$ cat src/rtl/spi_pkg.sv
// Shared types for the parametrised SPI master: FSM states and the per-transfer mode.
package spi_pkg;

    typedef enum logic [1:0] {
        IDLE,
        SETUP,
        XFER,
        HOLD
    } spi_state_e;

    typedef struct packed {
        logic cpol;
        logic cpha;
        logic lsb_first;
    } spi_mode_t;

endpackage

$ cat src/rtl/spi_sclk_tick.sv
// Divider that emits a one-cycle tick every CLK_DIV clk cycles while enabled.
module spi_sclk_tick #(
    parameter int unsigned CLK_DIV = 4
) (
    input  logic clk,
    input  logic rst_n,
    input  logic en,
    output logic tick
);

    localparam int unsigned CW = $clog2(CLK_DIV + 1);
    localparam logic [CW-1:0] LAST = CW'(CLK_DIV - 1);

    logic [CW-1:0] cnt_q, cnt_d;

    always_comb begin
        tick  = en && (cnt_q == LAST);
        cnt_d = cnt_q + CW'(1);
        if (!en || tick) begin
            cnt_d = '0;
        end
    end

    always_ff @(posedge clk or negedge rst_n) begin
        if (!rst_n) begin
            cnt_q <= '0;
        end else begin
            cnt_q <= cnt_d;
        end
    end

endmodule

$ cat src/rtl/spi_master_param.sv
// Full-duplex SPI master with configurable width, divider, CPOL/CPHA and bit order.
module spi_master_param
    import spi_pkg::*;
#(
    parameter int unsigned DATA_W  = 12,
    parameter int unsigned CLK_DIV = 4
) (
    input  logic              clk,
    input  logic              rst_n,
    input  logic              newd,
    input  logic [DATA_W-1:0] din,
    input  logic              cpol,
    input  logic              cpha,
    input  logic              lsb_first,
    input  logic              miso,
    output logic              cs,
    output logic              sclk,
    output logic              mosi,
    output logic [DATA_W-1:0] dout,
    output logic              busy,
    output logic              done
);

    localparam int unsigned EW = $clog2(2 * DATA_W + 1);
    localparam logic [EW-1:0] LAST_EDGE = EW'(2 * DATA_W - 1);

    spi_state_e        state_q, state_d;
    spi_mode_t         mode_q, mode_d;
    logic [DATA_W-1:0] tx_q, tx_d, rx_q, rx_d, dout_q, dout_d;
    logic [EW-1:0]     edge_q, edge_d;
    logic              cs_q, cs_d, sclk_q, sclk_d, mosi_q, mosi_d;
    logic              busy_q, busy_d, done_q, done_d;
    logic              tick, lead, trail, last, sample, shift;

    spi_sclk_tick #(
        .CLK_DIV(CLK_DIV)
    ) u_tick (
        .clk  (clk),
        .rst_n(rst_n),
        .en   (state_q != IDLE),
        .tick (tick)
    );

    // edge_q counts sclk edges already produced; even count means the next one is leading.
    always_comb begin
        lead   = tick && (state_q == SETUP || state_q == XFER) && !edge_q[0];
        trail  = tick && (state_q == XFER) && edge_q[0];
        last   = (state_q == XFER) && (edge_q == LAST_EDGE);
        sample = mode_q.cpha ? trail : lead;
        shift  = mode_q.cpha ? lead : (trail && !last);
    end

    always_comb begin
        state_d = state_q;
        mode_d  = mode_q;
        tx_d    = tx_q;
        rx_d    = rx_q;
        dout_d  = dout_q;
        edge_d  = edge_q;
        cs_d    = cs_q;
        sclk_d  = sclk_q;
        mosi_d  = mosi_q;
        busy_d  = busy_q;
        done_d  = 1'b0;

        unique case (state_q)
            IDLE: begin
                cs_d   = 1'b1;
                busy_d = 1'b0;
                mosi_d = 1'b0;
                sclk_d = cpol;
                if (newd) begin
                    mode_d.cpol      = cpol;
                    mode_d.cpha      = cpha;
                    mode_d.lsb_first = lsb_first;
                    state_d          = SETUP;
                    cs_d             = 1'b0;
                    busy_d           = 1'b1;
                    rx_d             = '0;
                    edge_d           = '0;
                    tx_d             = din;
                    // CPHA=0 must have the first bit valid before the first leading edge.
                    if (!cpha) begin
                        mosi_d = lsb_first ? din[0] : din[DATA_W-1];
                        tx_d   = lsb_first ? (din >> 1) : (din << 1);
                    end
                end
            end
            SETUP, XFER: begin
                if (tick) begin
                    sclk_d = ~sclk_q;
                    edge_d = edge_q + EW'(1);
                    if (state_q == SETUP) begin
                        state_d = XFER;
                    end else if (last) begin
                        state_d = HOLD;
                        edge_d  = '0;
                    end
                end
            end
            HOLD: begin
                if (tick) begin
                    state_d = IDLE;
                    cs_d    = 1'b1;
                    busy_d  = 1'b0;
                    done_d  = 1'b1;
                    dout_d  = rx_q;
                    mosi_d  = 1'b0;
                    sclk_d  = cpol;
                end
            end
            default: state_d = IDLE;
        endcase

        if (sample) begin
            rx_d = mode_q.lsb_first ? {miso, rx_q[DATA_W-1:1]} : {rx_q[DATA_W-2:0], miso};
        end
        if (shift) begin
            mosi_d = mode_q.lsb_first ? tx_q[0] : tx_q[DATA_W-1];
            tx_d   = mode_q.lsb_first ? (tx_q >> 1) : (tx_q << 1);
        end
    end

    always_ff @(posedge clk or negedge rst_n) begin
        if (!rst_n) begin
            state_q <= IDLE;
            mode_q  <= '0;
            tx_q    <= '0;
            rx_q    <= '0;
            dout_q  <= '0;
            edge_q  <= '0;
            cs_q    <= 1'b1;
            sclk_q  <= 1'b0;
            mosi_q  <= 1'b0;
            busy_q  <= 1'b0;
            done_q  <= 1'b0;
        end else begin
            state_q <= state_d;
            mode_q  <= mode_d;
            tx_q    <= tx_d;
            rx_q    <= rx_d;
            dout_q  <= dout_d;
            edge_q  <= edge_d;
            cs_q    <= cs_d;
            sclk_q  <= sclk_d;
            mosi_q  <= mosi_d;
            busy_q  <= busy_d;
            done_q  <= done_d;
        end
    end

    assign cs   = cs_q;
    assign sclk = sclk_q;
    assign mosi = mosi_q;
    assign dout = dout_q;
    assign busy = busy_q;
    assign done = done_q;

endmodule

$ cat config.mk
export PLATFORM = sky130hd
export DESIGN_NAME = spi_master_param
export DESIGN_NICKNAME = d
export VERILOG_FILES = /design/src/rtl/spi_pkg.sv /design/src/rtl/spi_sclk_tick.sv /design/src/rtl/spi_master_param.sv
export SDC_FILE = /design/constraint.sdc
export NUM_CORES = 1
export LEC_CHECK = 0
export ABC_AREA = 1
export CAP_MARGIN = 25
export CORE_MARGIN = 4
export CORE_UTILIZATION = 30
export CTS_BUF_LIST = sky130_fd_sc_hd__clkbuf_4 sky130_fd_sc_hd__clkbuf_8
export DETAILED_ROUTE_END_ITERATION = 8
export GPL_TIMING_DRIVEN = 0
export HOLD_SLACK_MARGIN = 0.06
export SLEW_MARGIN = 5
export SYNTH_ARGS = -nofsm -noshare
export SYNTH_HDL_FRONTEND = slang
export SYNTH_SLANG_ARGS = --single-unit
$ cat constraint.sdc
create_clock -name clk -period 2.5 [get_ports clk]
set_clock_uncertainty 0.15 [all_clocks]
set_input_delay 0.5 -clock clk [delete_from_list [all_inputs] [get_ports clk]]
set_output_delay 0.5 -clock clk [all_outputs]
set_load 0.01 [all_outputs]
== Word-level counts from Yosys, hierarchy flattened ==
Index checks and enable logic that the tools add are counted.
Cells by class
  add/subtract/negate cells: 2
  multipliers: 0
  div/mod/pow operators: 0
  magnitude comparators: 0
  eq/ne operators: 10
  shift-type cells: 0
  mux-type cells: 41
  bitwise logic cells: 1
  reduce and logical (&&, ||, !) cells: 31
Operators by type and width (number)
  $mux W12: 10
  $mux W5: 4
  $mux W1: 15
  $reduce_and A2 Y1: 7
  $reduce_bool A2 Y1: 7
  $mux W2: 5
  $pmux W5 S2: 1
  $logic_and A1 B1 Y1: 7
  $ne A2 B2 Y1 const B: 3
  $ne A3 B3 Y1 const B: 2
  $pmux W1 S2: 3
  $pmux W2 S3: 1
  $add A5 B1 Y5 const B: 1
  $eq A5 B5 Y1 const B: 1
  $eq A2 B2 Y1 const B: 2
  $reduce_and A4 Y1: 1
  $add A3 B1 Y3 const B: 1
  $eq A3 B2 Y1 const B: 1
  $logic_not A1 Y1: 3
  $mux W3: 1
  $pmux W1 S3: 1
  $reduce_and A3 Y1: 1
  $reduce_bool A3 Y1: 1
  $eq A2 B1 Y1 const B: 1
  other kinds (4): 5
Storage, ports and cells
  flip-flop bits (word level): 53
  bits in latches: 0
  RAM bits: 0
  memory bits (read-only): 0
  output and inout port bits: 17
  logic and storage cells: 98
  memories kept: 0

== Longest topological paths before layout ==
  word-level depth: 8
  gate-level depth with buffers: 11

== Cells and area by module ==
From an unflattened synthesis, not the netlist that was laid out.
Unflattened totals
  cell total of the unflattened synthesis: 428
  area total of the unflattened synthesis: 3039.2 µm²
By module, submodules not included
  spi_master_param: times used 1, cells each 414, area an instance 2902.8 µm²
  spi_sclk_tick: times used 1, cells each 14, area an instance 136.4 µm²

== Least setup slack after synthesis ==
Ideal clock, no wire load.
  path type: register -> register
  start point: register state_q[0]
  end point: register tx_q[10]
  arrival: 1.484 ns
  required time: 2.233 ns
  path slack: 0.749 ns
  stages on the path, launching flop included: 11
  path buffers: 1
  period minus slack after synthesis: 1.751 ns
  cell sequence: dfrtp_1 > inv_1 > ha_1 > inv_2 > nor2_4 > nand3_4 > nand2_4 > buf_6 > nand2_1 > nand2_1 > nand2_1
Between the ends
  word-level cells in the longest chain between the ends: 8
  elaborated cells on any way between the ends: 18
  those cells by class: eq/ne: 2; mux: 2; reduce/logical: 14
Ends and longest elaborated chain
  start, declared: RTL line spi_master_param.sv:27  | spi_state_e state_q, state_d;
  start signal, assigned: RTL line spi_master_param.sv:138  | state_q <= state_d;
  $reduce_bool A2 Y1: RTL line spi_master_param.sv:40  | .en (state_q != IDLE),
  $logic_and A1 B1 Y1: RTL line spi_sclk_tick.sv:17  | tick = en && (cnt_q == LAST);
  $logic_and A1 B1 Y1 (2 in series): RTL line spi_master_param.sv:47  | trail = tick && (state_q == XFER) && edge_q[0];
  $logic_and A1 B1 Y1: RTL line spi_master_param.sv:50  | shift = mode_q.cpha ? lead : (trail && !last);
  $mux W1: RTL line spi_master_param.sv:50
  $reduce_bool A2 Y1 (no source line)
  $reduce_and A2 Y1 (no source line)
  end signal, assigned: RTL line spi_master_param.sv:140  | tx_q <= tx_d;
  end, declared: RTL line spi_master_param.sv:29  | logic [DATA_W-1:0] tx_q, tx_d, rx_q, rx_d, dout_q, dout_d;
Several ways; a longest one is shown, not always the timed one.
A chain may end at the register's enable or synchronous reset.

== Worst setup path after layout ==
  start point: register state_q[1]
  end point: register tx_q[7]
The elaborated chain is that of the path after synthesis.

==> impl_metrics.csv <==
group,metric,value,unit
status,outcome,"finished, final reports clean",
power_and_ir_drop,finalPower,0.00300,W
synth,synth-xor-area-share,0.278,%
grt,grt_max_degree,28,
setup_path,crit_path_frequent_cell,"nand2_1",
grt,grt_pass1_vias,2805,
setup_path,critical_path_class,"reg -> reg",
cts,clk_pin_slew,0.09,ns
finish,syn_to_final_growth,20.3,%
synth,synth_ff_type,"dfrtp_1",
timing,finalCriticalPeriod,2.02,ns
synth,syn_nets,465,
power_and_ir_drop,ir_drop,0.228,mV
synth,synth_most_common_cell,"nand2_1",
floorplanning,die_w,110,um
setup_path,cpPeakStageDelay,0.42,ns
placement,pre_cts_ws,0.236,ns
setup_path,crit_fanout,10,
placement,numPlacedInstances,611,
synth,ys_async_sr_fraction,100,%
synth,synth-compound-area-share,7.75,%
synth,synth.area.mux_share,0.676,%
timing,finalCritPeriodShare,80.9,%
floorplanning,die_area,0.0122,sq mm
setup_path,end_kind,"register",
timing,final.setup.tns,0,ns
timing,finalHoldViolCount,0,
finish,multiInputGateArea,0.00155,sq mm
synth,synth_top_area_cell,"dfrtp_1",
finish,layout-drive-gt1-share,9.34,%
setup_path,cp-start-kind,"register",
finish,n_antenna_cell,0,
synth,ys_top_cells_by_area,"dfrtp_1 41%, nand2_1 20%, o21ai_0 7.2%",
synth,synth-edff-count,0,
timing,holdWs,0.0721,ns
timing,fmax,495,MHz
cts,cts_tree,"yes",
timing,worst_slack,0.478,ns
detailed_routing,wl_per_cell,12.1,um
grt,grt_pass1_wl,13.0,mm
setup_path,critPathRequiredTime,2.55,ns
detailed_routing,drc,0,
grt,antenna_found_initial,0,
floorplanning,core-area,0.0103,sq mm
cts,cts_buffer_depth,2,
timing,slew_headroom,56.2,%
grt,overflow,0,
floorplanning,num_rows,37,
placement,gp_congestion,0.834,
finish,register_area,0.00133,sq mm
synth,ys_seq_area_share,42.2,%
setup_path,arrival,2.07,ns
synth,synthAdderAreaFrac,2.78,%
detailed_routing,routed_via_density,4.74,
synth,synth_top_area_share,41.4,%
detailed_routing,first_iter_violations,212,
synth,synth_warnings,0,
placement,io_buffers,35,
setup_path,critPathBufInv,3,
worst_hold_path,hold_path.class,"in -> async",
cts,ctsHtreeMaxLevel,2,
detailed_routing,vias,2928,
setup_path,path_delay_family,"simple AND/OR/NAND/NOR gates",
timing,setup_viol,0,
synth,synth-simple-area-share,37.7,%
floorplanning,die-height,110,um
synth,ys_ff_latch,53,
floorplanning,initial_utilization,30.6,%
detailed_routing,first_pass_iters,5,
setup_path,r2r_setup_slack,0.48,ns
synth,synthCells,439,
cts,clkSinkCount,53,
grt,grt_usage,12.4,%
detailed_routing,ant_nets,0,
synth,synth.avg_cell_area,7.17,sq um
job,cap_violations,0,
timing,max_slew.worst_pin.slew,0.657,ns
cts,numCtsBuffers,5,
synth,yosys-top-cells-count,"170 x nand2_1, 52 x dfrtp_1, 45 x o21ai_0, 37 x inv_1, 32 x nand3_1",
cts,insertion_delay,0.30,ns
detailed_routing,drt_wl_total,7.50,mm
setup_path,cp_cell_sequence,"inv_1 -> ha_1 -> inv_2 -> nor2_4 -> nand3_4 -> nand2_4 -> buf_6 -> nand2_1 -> nand2_1 -> nand2_1",
synth,synth_cell_type_count,27,
finish,fin_cells,618,
synth,synth_top_family_by_area,"simple AND/OR/NAND/NOR gates",
synth,syn-cell-area,0.00315,sq mm
placement,dp_hpwl,5.61,mm
finish,fill_cells,1103,
cts,hold_buffers,0,
timing,maxSlewViolCount,0,
cts,cts.repair.resized,0,
power_and_ir_drop,p_leak,1.82,nW
power_and_ir_drop,p_per_area,792,mW/mm^2
cts,clk_root_buffer_cell,"clkbuf_8",
timing,rsz0062_at_grt,"no",
finish,fin_nets,508,
floorplanning,ios,36,
setup_path,cpMaxStageDelayCell,"dfrtp_1",
cts,cts_setup_buffers,0,
routing by layer:
layer / vias up / global-route usage [%] / wire length, um
met5: - / 0 / 0
met4: 0 / 3.20 / 76
met3: 4 / 2.52 / 409
met2: 81 / 19.9 / 3420
met1: 1359 / 17.0 / 3590
li1: 1484 / - / -
area by class of cell:
class                   count  share of cell area (%)
clock buffers               5                    1.82
plain buffers              22                    3.21
multi-input cells         324                    40.9
flip-flops and latches     53                    35.1
well taps                 136                    4.49
clock inverters             2                   0.925
inverters                  40                    3.97
repair buffers             36                    9.65
per-stage QoR:
| step | utilization [%] | cell area (sq um) |
|---|---|---|
| after global routing | 36.8 | 3790 |
| after floorplan | - | 3150 |
| after global placement | 35.7 | 3670 |
| after CTS | 36.8 | 3790 |
| final | 36.8 | 3790 |
| after detailed placement | 35.8 | 3680 |
power by group:
group          leakage (nW)  switching [W]  internal (W)  total (W)
clock                0.0540       0.000271      0.000292   0.000563
sequential            0.702       0.000154       0.00107    0.00122
combinational          1.06       0.000758      0.000454    0.00121
state kept, by name, summed over array words and instances (netlist names):
signal        cells
state_q           2
u_tick.cnt_q      3
tx_q             12
mosi              1
rx_q             12
dout             12
sclk              1
edge_q            5
busy              1
mode_q            2
done              1
cs                1
final timing paths:
path | start | cells after the start | endpoint
max | state_q[1] | 10 | tx_q[7]
min | rst_n | 1 | u_tick.cnt_q[0]
max reg2reg | state_q[1] | 10 | tx_q[7]
min reg2reg | u_tick.cnt_q[0] | 1 | u_tick.cnt_q[0]
max in group asynchronous | rst_n | 2 | tx_q[5]
min in group clk | u_tick.cnt_q[0] | 1 | u_tick.cnt_q[0]
cells in the final DEF (no fill, tap or decap):
| cell | Yosys | layout |
|---|---|---|
| a21oi_1 | 2 | 2 |
| buf_12 | 0 | 1 |
| buf_2 | 10 | 11 |
| buf_4 | 1 | 1 |
| buf_6 | 3 | 3 |
| bufinv_16 | 0 | 1 |
| clkbuf_1 | 8 | 8 |
| clkbuf_8 | 0 | 5 |
| clkdlybuf4s50_1 | 0 | 34 |
| clkinv_2 | 0 | 1 |
| dfrtp_1 | 52 | 52 |
| dfstp_2 | 1 | 1 |
| ha_1 | 7 | 7 |
| inv_1 | 37 | 37 |
| inv_2 | 3 | 3 |
| mux2_2 | 1 | 1 |
| mux2i_1 | 1 | 1 |
| nand2_1 | 170 | 170 |
| nand2_2 | 2 | 2 |
| nand2_4 | 1 | 1 |
| nand3_1 | 32 | 32 |
| nand3_2 | 11 | 11 |
| nand3_4 | 1 | 1 |
| nand3b_1 | 1 | 1 |
| nand4_1 | 15 | 15 |
| nor2_1 | 30 | 30 |
| nor2_2 | 1 | 1 |
| nor2_4 | 1 | 1 |
| nor3_1 | 1 | 1 |
| o21ai_0 | 45 | 45 |
| o22a_1 | 1 | 1 |
| xor2_1 | 1 | 1 |
kinds of logic after synthesis:
kind of cell               Yosys count
adders and majority gates            7
muxes                                2
AOI/OAI and AO/OA                   48
buffers and inverters               62
xor gates and xnor gates             1
DFF                                 53
and+or+nand+nor                    266
Note: power is estimated with default switching activity, not from simulation.
